$ cat src/rtl/ifetch_loader_pkg.sv
// ifetch_loader_pkg: shared memory geometry and FSM encoding for the
// instruction-fetch front end.
//   MEM_WIDTH : instruction / IMEM port width
//   MEM_DEPTH : IMEM words (program space 0..MEM_DEPTH-1)
//   MEM_AW    : word-address width used for pointers and PCs
package ifetch_loader_pkg;

    localparam int MEM_WIDTH = 32;
    localparam int MEM_DEPTH = 64;
    localparam int MEM_AW    = $clog2(MEM_DEPTH);

    typedef enum logic {
        ST_LOAD = 1'b0,
        ST_RUN  = 1'b1
    } state_e;

endpackage

$ cat src/rtl/ifetch_pc.sv
// ifetch_pc: fetch PC generator.
//   clk, rst_n      : clock, async active-low reset
//   clear_i         : restart point (entering RUN, or abandoning RUN); pc=0, f_valid=0
//   run_i           : fetching enabled
//   stall_i         : hold the word currently presented to decode
//   br_taken_i      : redirect to br_target_i (beats stall_i)
//   br_target_i     : redirect word address
//   fetch_addr_o    : address presented to IMEM this cycle
//   f_pc_o          : address of the word IMEM returns this cycle
//   f_valid_o       : f_pc_o is a real fetch
module ifetch_pc #(
    parameter int DEPTH = 64,
    parameter int AW    = $clog2(DEPTH)
) (
    input  logic          clk,
    input  logic          rst_n,
    input  logic          clear_i,
    input  logic          run_i,
    input  logic          stall_i,
    input  logic          br_taken_i,
    input  logic [AW-1:0] br_target_i,
    output logic [AW-1:0] fetch_addr_o,
    output logic [AW-1:0] f_pc_o,
    output logic          f_valid_o
);

    logic [AW-1:0] pc_q, pc_d;
    logic [AW-1:0] f_pc_q, f_pc_d;
    logic          f_valid_q, f_valid_d;

    // Wrap explicitly so non-power-of-two depths still stay in program space.
    function automatic logic [AW-1:0] inc_wrap(input logic [AW-1:0] x);
        return (x == AW'(DEPTH - 1)) ? '0 : x + AW'(1);
    endfunction

    always_comb begin
        pc_d         = pc_q;
        f_pc_d       = f_pc_q;
        f_valid_d    = f_valid_q;
        fetch_addr_o = pc_q;
        if (clear_i) begin
            pc_d      = '0;
            f_valid_d = 1'b0;
        end else if (run_i) begin
            if (br_taken_i) begin
                // Fetch the target this very cycle: zero-bubble redirect.
                fetch_addr_o = br_target_i;
                f_pc_d       = br_target_i;
                pc_d         = inc_wrap(br_target_i);
                f_valid_d    = 1'b1;
            end else if (stall_i) begin
                // Re-read the held word so IMEM's registered output stays put.
                fetch_addr_o = f_pc_q;
            end else begin
                f_pc_d    = pc_q;
                pc_d      = inc_wrap(pc_q);
                f_valid_d = 1'b1;
            end
        end
    end

    always_ff @(posedge clk or negedge rst_n) begin
        if (!rst_n) begin
            pc_q      <= '0;
            f_pc_q    <= '0;
            f_valid_q <= 1'b0;
        end else begin
            pc_q      <= pc_d;
            f_pc_q    <= f_pc_d;
            f_valid_q <= f_valid_d;
        end
    end

    assign f_pc_o    = f_pc_q;
    assign f_valid_o = f_valid_q;

endmodule

$ cat src/rtl/ifetch_loader.sv
// ifetch_loader: IMEM front end. Boot-loads a program over ld_valid/ld_ready,
// then fetches one word per cycle with stall and branch redirect.
//   clk, rst_n                       : clock, async active-low reset
//   ld_valid/ld_ready/ld_data/ld_last: program load stream (LOAD state)
//   start_load                       : abandon RUN and reload
//   imem_addr/imem_wre/imem_wr_data  : IMEM port (driven by loader or fetcher)
//   imem_rd_data                     : IMEM registered read data
//   stall, br_taken, br_target       : decode back-pressure / redirect
//   instr, instr_pc, instr_valid     : fetched word to decode
//   load_done                        : high in RUN
module ifetch_loader
    import ifetch_loader_pkg::*;
#(
    parameter int WIDTH = MEM_WIDTH,
    parameter int DEPTH = MEM_DEPTH,
    parameter int AW    = $clog2(DEPTH)
) (
    input  logic             clk,
    input  logic             rst_n,
    input  logic             ld_valid,
    output logic             ld_ready,
    input  logic [WIDTH-1:0] ld_data,
    input  logic             ld_last,
    input  logic             start_load,
    output logic [WIDTH-1:0] imem_addr,
    output logic             imem_wre,
    output logic [WIDTH-1:0] imem_wr_data,
    input  logic [WIDTH-1:0] imem_rd_data,
    input  logic             stall,
    input  logic             br_taken,
    input  logic [WIDTH-1:0] br_target,
    output logic [WIDTH-1:0] instr,
    output logic [WIDTH-1:0] instr_pc,
    output logic             instr_valid,
    output logic             load_done
);

    state_e        state_q, state_d;
    logic [AW-1:0] wr_ptr_q, wr_ptr_d;
    logic          pc_clear;
    logic          run;
    logic [AW-1:0] fetch_addr;
    logic [AW-1:0] f_pc;
    logic          f_valid;
    logic          unused_br_hi;

    assign run          = (state_q == ST_RUN);
    assign unused_br_hi = ^br_target[WIDTH-1:AW];

    ifetch_pc #(.DEPTH(DEPTH), .AW(AW)) u_pc (
        .clk          (clk),
        .rst_n        (rst_n),
        .clear_i      (pc_clear),
        .run_i        (run),
        .stall_i      (stall),
        .br_taken_i   (br_taken),
        .br_target_i  (br_target[AW-1:0]),
        .fetch_addr_o (fetch_addr),
        .f_pc_o       (f_pc),
        .f_valid_o    (f_valid)
    );

    always_comb begin
        state_d      = state_q;
        wr_ptr_d     = wr_ptr_q;
        pc_clear     = 1'b0;
        ld_ready     = 1'b0;
        imem_wre     = 1'b0;
        imem_wr_data = '0;
        imem_addr    = {{(WIDTH-AW){1'b0}}, fetch_addr};
        unique case (state_q)
            ST_LOAD: begin
                ld_ready     = 1'b1;
                imem_addr    = {{(WIDTH-AW){1'b0}}, wr_ptr_q};
                imem_wr_data = ld_data;
                imem_wre     = ld_valid;
                if (ld_valid) begin
                    wr_ptr_d = wr_ptr_q + AW'(1);
                    // Leaving on the top word means nothing past DEPTH is accepted.
                    if (ld_last || wr_ptr_q == AW'(DEPTH - 1)) begin
                        state_d  = ST_RUN;
                        pc_clear = 1'b1;
                    end
                end
            end
            ST_RUN: begin
                if (start_load) begin
                    state_d  = ST_LOAD;
                    wr_ptr_d = '0;
                    pc_clear = 1'b1;
                end
            end
            default: state_d = ST_LOAD;
        endcase
    end

    always_ff @(posedge clk or negedge rst_n) begin
        if (!rst_n) begin
            state_q  <= ST_LOAD;
            wr_ptr_q <= '0;
        end else begin
            state_q  <= state_d;
            wr_ptr_q <= wr_ptr_d;
        end
    end

    assign instr       = imem_rd_data;
    assign instr_pc    = {{(WIDTH-AW){1'b0}}, f_pc};
    assign instr_valid = f_valid & run;
    assign load_done   = run;

endmodule

$ cat config.mk
export PLATFORM = sky130hd
export DESIGN_NAME = ifetch_loader
export DESIGN_NICKNAME = d
export VERILOG_FILES = /design/src/rtl/ifetch_loader_pkg.sv /design/src/rtl/ifetch_pc.sv /design/src/rtl/ifetch_loader.sv
export SDC_FILE = /design/constraint.sdc
export NUM_CORES = 1
export LEC_CHECK = 0
export CORE_ASPECT_RATIO = 0.8
export CORE_MARGIN = 4
export CORE_UTILIZATION = 32
export DETAILED_ROUTE_END_ITERATION = 10
export PLACE_DENSITY = 0.95
export SYNTH_ARGS = -nofsm -noshare
export SYNTH_HDL_FRONTEND = slang
export SYNTH_SLANG_ARGS = --single-unit
$ cat constraint.sdc
create_clock -name clk -period 5.9 [get_ports clk]
set_clock_uncertainty 0.15 [all_clocks]
set_input_delay 1.77 -clock clk [delete_from_list [all_inputs] [get_ports clk]]
set_output_delay 1.77 -clock clk [all_outputs]
set_load 0.01 [all_outputs]
---- Word-level counts from Yosys, hierarchy flattened ----
Index checks and enable logic that the tools add are counted.
operators by class
  muxes and demuxes ....................... 26
  add/sub/neg operators ................... 3
  eq/ne operators ......................... 6
  multipliers ............................. 0
  shift-type cells ........................ 0
  magnitude comparators ................... 0
  bitwise logic cells ..................... 3
  div/mod/pow operators ................... 0
  reductions and logical operators ........ 5
operator list
  cell                                            count
  2-to-1 mux 6 bit                                12
  2-to-1 mux 32 bit                               1
  adder 6 x 1 -> 6 bit (second input constant)    3
  equality test 6 bit (second input constant)     3
  one-hot mux 6 bit (2 select lines)              1
  2-to-1 mux 1 bit                                10
  AND reduction 2 bit                             3
  != test 2 bit (second input constant)           2
  one-hot mux 1 bit (2 select lines)              2
  != test 3 x 1 -> 1 bit (second input constant)  1
  inverter 1 bit                                  2
  nonzero test 2 bit                              1
  bitwise AND 1 bit                               1
  logical OR 1 bit                                1
word-level totals
  word-level logic and storage cells ...... 48
  bits of input ports ..................... 103
  latch bits .............................. 0
  memory bits (read-only) ................. 0
  memory bits (writable) .................. 0
  memories ................................ 0
  bits in registers ....................... 20

---- Logic depth before layout (Yosys ltp) ----
  depth in word-level cells ............... 7
  depth in mapped cells ................... 6
  mapped depth without buffers ............ 5

---- Hierarchy ----
A second synthesis with hierarchy kept.
unflattened totals
  cell total of the unflattened synthesis .. 285
  area, all modules ....................... 2248.4 um^2
by module, submodules not included
  module         cells each  area each (um^2)  instances
  ifetch_loader  165         1286.2            1
  ifetch_pc      120         962.2             1

---- Worst setup path after synthesis ----
OpenSTA, ideal clock, no wires.
  path type ............................... input to output
  start point ............................. input stall
  end point ............................... output imem_addr[0]
  stages on the path ...................... 5
  data arrival time ....................... 2.746 ns
  setup slack ............................. 1.234 ns
  data required time ...................... 3.980 ns
  path through ............................ buf_2 -> mux2_2 -> o21ai_0 -> or2_2 -> a31oi_1
on the way
  word-level cells in the longest chain between the ends .. 4
ends and longest elaborated chain
  what              line                 RTL
  start, declared   ifetch_loader.sv:29  input logic stall,
  2-to-1 mux 6 bit  ifetch_pc.sv:51      end else if (stall_i) begin
  2-to-1 mux 6 bit  --
  2-to-1 mux 6 bit  ifetch_pc.sv:41      if (clear_i) begin
  2-to-1 mux 6 bit  ifetch_loader.sv:71  unique case (state_q)
  end, declared     ifetch_loader.sv:25  output logic [WIDTH-1:0] imem_addr,
No other way between the ends.

---- Worst setup path in the final report ----
  start point ............................. input br_target[0]
  end point ............................... output imem_addr[0]
on the way
  word-level cells in the longest chain between the ends .. 3
ends and longest elaborated chain
  what              line                 RTL
  start, declared   ifetch_loader.sv:31  input logic [WIDTH-1:0] br_target,
  2-to-1 mux 6 bit  --
  2-to-1 mux 6 bit  ifetch_pc.sv:41
  2-to-1 mux 6 bit  ifetch_loader.sv:71
No other way between the ends.

==> impl_metrics.toml <==
[run_status]
outcome = "finished clean"

[grt]
grt_pass1_wl_um = 9370
antenna_found_initial = 0
gr-total-overflow = 0
grt_pass1_vias = 1862
grt_use_total_pct = 13.57
grt_max_degree = 22

[drt]
route.detailed.drc = 0
dr_total_vias = 2025
drt_iter0_markers = 178
ant_nets = 0
vias_per_cell = 4.731
avgRoutedWirePerCell_um = 14.60
first_pass_iters = 5
routed_wl_um = 6249

[yosys]
synth-seq-cells = 20
synth.distinct_cells = 47
syn_area_um2 = 2282
synth_cells = 283
synth_edf_count = 0
postSynthAreaPerCell_um2 = 8.064
seq_area_frac_synth_pct = 21.93
dominantRegCellSynth = "dfrtp_1"
ys_async_sr_fraction_pct = 100.0
yosysWarnings = 0

[layout]
regArea_um2 = 500.5
syn_to_final_growth_pct = 28.56
multi_input_area_um2 = 1269
drive_above_1_share_pct = 8.211
fillers = 676
nNetsFinal = 448
design_area_um2 = 2934
num_antenna_cells = 0

[min_path]
hold_class = "flop to flop"
timing.hold.worst_endpoint = "u_pc.f_valid_o"
min_from = "u_pc.f_valid_o"
holdPathStages = 2

[timing]
maxSlewHeadroom_pct = 40.27
hold_viol_final = 0
setup_viol = 0
worstMarginPinSlew_ns = 0.8932
max_freq_ghz = 0.1735
post-route-period-util_pct = 97.68
min_period_ns = 5.763
fin_setup_tns_ns = 0
finalWorstSetupSlack_ns = 0.1371
rsz0062_at_grt = "no"
maxSlewViolCount = 0

[cts]
cts_tree = "yes"
cts_resized = 0
clk_pin_slew_ns = 0.08
cts_buffers = 3
clock_latency_ns = 0.27
clock_sinks = 20
hold_buffers = 0
postCtsSetupBuffers = 0
root_buffer = "clkbuf_8"
cts-htree-levels = 1
clock_path_buffers = 2

[pwr]
finalPower_mw = 0.6416
power_frac_clock_pct = 21.9
power.switching_mw = 0.2245
p_per_area_nw_per_um2 = 218.7
vdd_ir_drop_max_mv = 0.2719
p_leak_nw = 1.259
p_comb_share_pct = 46.0
p_seq_share_pct = 32.0
swShare_pct = 34.99
p_int_mw = 0.4171

[critical_path]
crit_type = "input pin to output pin"
slowest_delay_ns = 0.60
r2r_cells = 5
reg2reg_slack_ns = 3.47
cpMaxStageDelayCell = "clkdlybuf4s50_1"
r2r-start = "load_done"
path_cells = "clkdlybuf4s50_1, nand2b_1, o21ai_0, or2_2, a31oi_1, clkdlybuf4s50_1"
worstReg2RegEnd = "u_pc.pc_q[3]"
path_max_fanout = 5
required_ns = 3.98
cp.arrival_ns = 3.84
cp_common_cell = "clkdlybuf4s50_1"
start_kind = "input pin"
crit_path_end_kind = "output pin"

[run]
maxCapViolCount = 0

[die]
die_area_um2 = 8556
dieHeight_um = 83.54
die_x_um = 102.4
core_um2 = 6892
rows = 27
start_util_pct = 33.12
io_pins = 235

[placed_design]
dp_hpwl_um = 5088
place.gp.congestion = 0.9255
io_buffers = 92
detailed_place.area_um2 = 2863
post-place-ws_ns = 0.1955
kinds of logic after synthesis:
family / share of synthesized area, %
buf+inv: 30.87
flops: 21.93
mux: 6.031
xor+xnor: 1.919
simple gates: 22.75
compound gates: 14.69
fa+ha+maj: 1.645
other cells: 0.1643
flip-flops by register name, summed over array words and instances (netlist names):
register	cells
wr_ptr_q	6
u_pc.f_pc_o	6
u_pc.f_valid_o	1
u_pc.pc_q	6
load_done	1
power groups by stage:
| stage | clock network, mW | logic [mW] | registers (mW) |
|---|---|---|---|
| CTS | 0.141 | 0.297 | 0.205 |
| global route | 0.148 | 0.322 | 0.211 |
| detailed placement | 0 | 0.294 | 0.206 |
| global placement | 0 | 0.288 | 0.205 |
| floorplan | 0 | 0.187 | 0.200 |
| finish | 0.141 | 0.295 | 0.206 |
layout make-up:
cell class	instances	area share (%)
Timing Repair Buffer	98	32.92
Clock buffer	3	1.407
Sequential cell	20	17.06
Clock inverter	1	1.023
Multi-Input combinational cell	214	43.24
Tap cell	87	3.710
Inverter	5	0.6397
worst max-delay path, delay by kind of cell:
family / cells / cell delay, ns
compound gates: 2 / 0.45
simple gates: 2 / 0.45
buf+inv: 2 / 1.16
metal layers:
layer  GRT usage [%]  vias up  share of wire (%)  wire [um]
met5               0        -                  0          0
met4           4.052        0                1.7        107
met3           4.595       17                 12        758
met2           22.86      142                 49       3083
met1           16.11      937                 37       2300
li1                -      929                  -          -
Yosys cell counts, types with 2 or more instances:
cell type / number / area [um2]
and3_1: 2 / 12.51
mux2_2: 6 / 67.56
nor2b_1: 33 / 206.5
nand2b_1: 3 / 18.77
o21ai_0: 21 / 105.1
buf_4: 85 / 638.1
nor2_1: 11 / 41.29
buf_2: 2 / 10.01
nand3_1: 7 / 35.03
a22o_1: 3 / 26.28
ha_1: 3 / 37.54
nand4_1: 3 / 18.77
and3b_1: 2 / 17.52
clkbuf_1: 6 / 22.52
and2_1: 3 / 18.77
a31oi_1: 8 / 50.05
dfrtp_1: 20 / 500.5
xor2_1: 4 / 35.03
mux2i_1: 7 / 70.07
nand2_1: 19 / 71.32
a21oi_1: 5 / 25.02
or2_2: 2 / 12.51
inv_1: 4 / 15.01
worst max-delay path by stage:
stage / from / cells past startpoint / to / slack, ns
6_report: br_target[0] / 6 / imem_addr[0] / 0.14
5_1_grt: br_taken / 6 / imem_addr[2] / 0.03
4_1_cts: br_target[0] / 6 / imem_addr[0] / 0.15
3_5_place_dp: br_target[0] / 6 / imem_addr[0] / 0.20
3_3_place_gp: ld_valid / 7 / imem_addr[4] / 0.22
2_1_floorplan: stall / 5 / imem_addr[0] / 1.23
stage by stage:
stage | hold WS, ns | utilization (%) | std cells
final | 0.3494 | 42.57 | 428
after global routing | 0.4210 | 42.57 | 428
after CTS | 0.3540 | 42.57 | 428
after detailed placement | 0.3361 | 41.54 | 424
after global placement | 0.3259 | 41.54 | 424
after floorplan | 0.3085 | - | 334
cell usage in the layout (no fill, tap or decap), types with 4 or more instances in the layout:
cell type,count
clkdlybuf4s50_1,92
conb_1,52
nor2b_1,33
o21ai_0,21
dfrtp_1,20
nand2_1,19
nor2_1,11
a31oi_1,8
mux2i_1,7
nand3_1,7
mux2_2,6
buf_4,6
a21oi_1,5
inv_1,4
xor2_1,4
No activity file was read; power rests on OpenSTA's default activity.
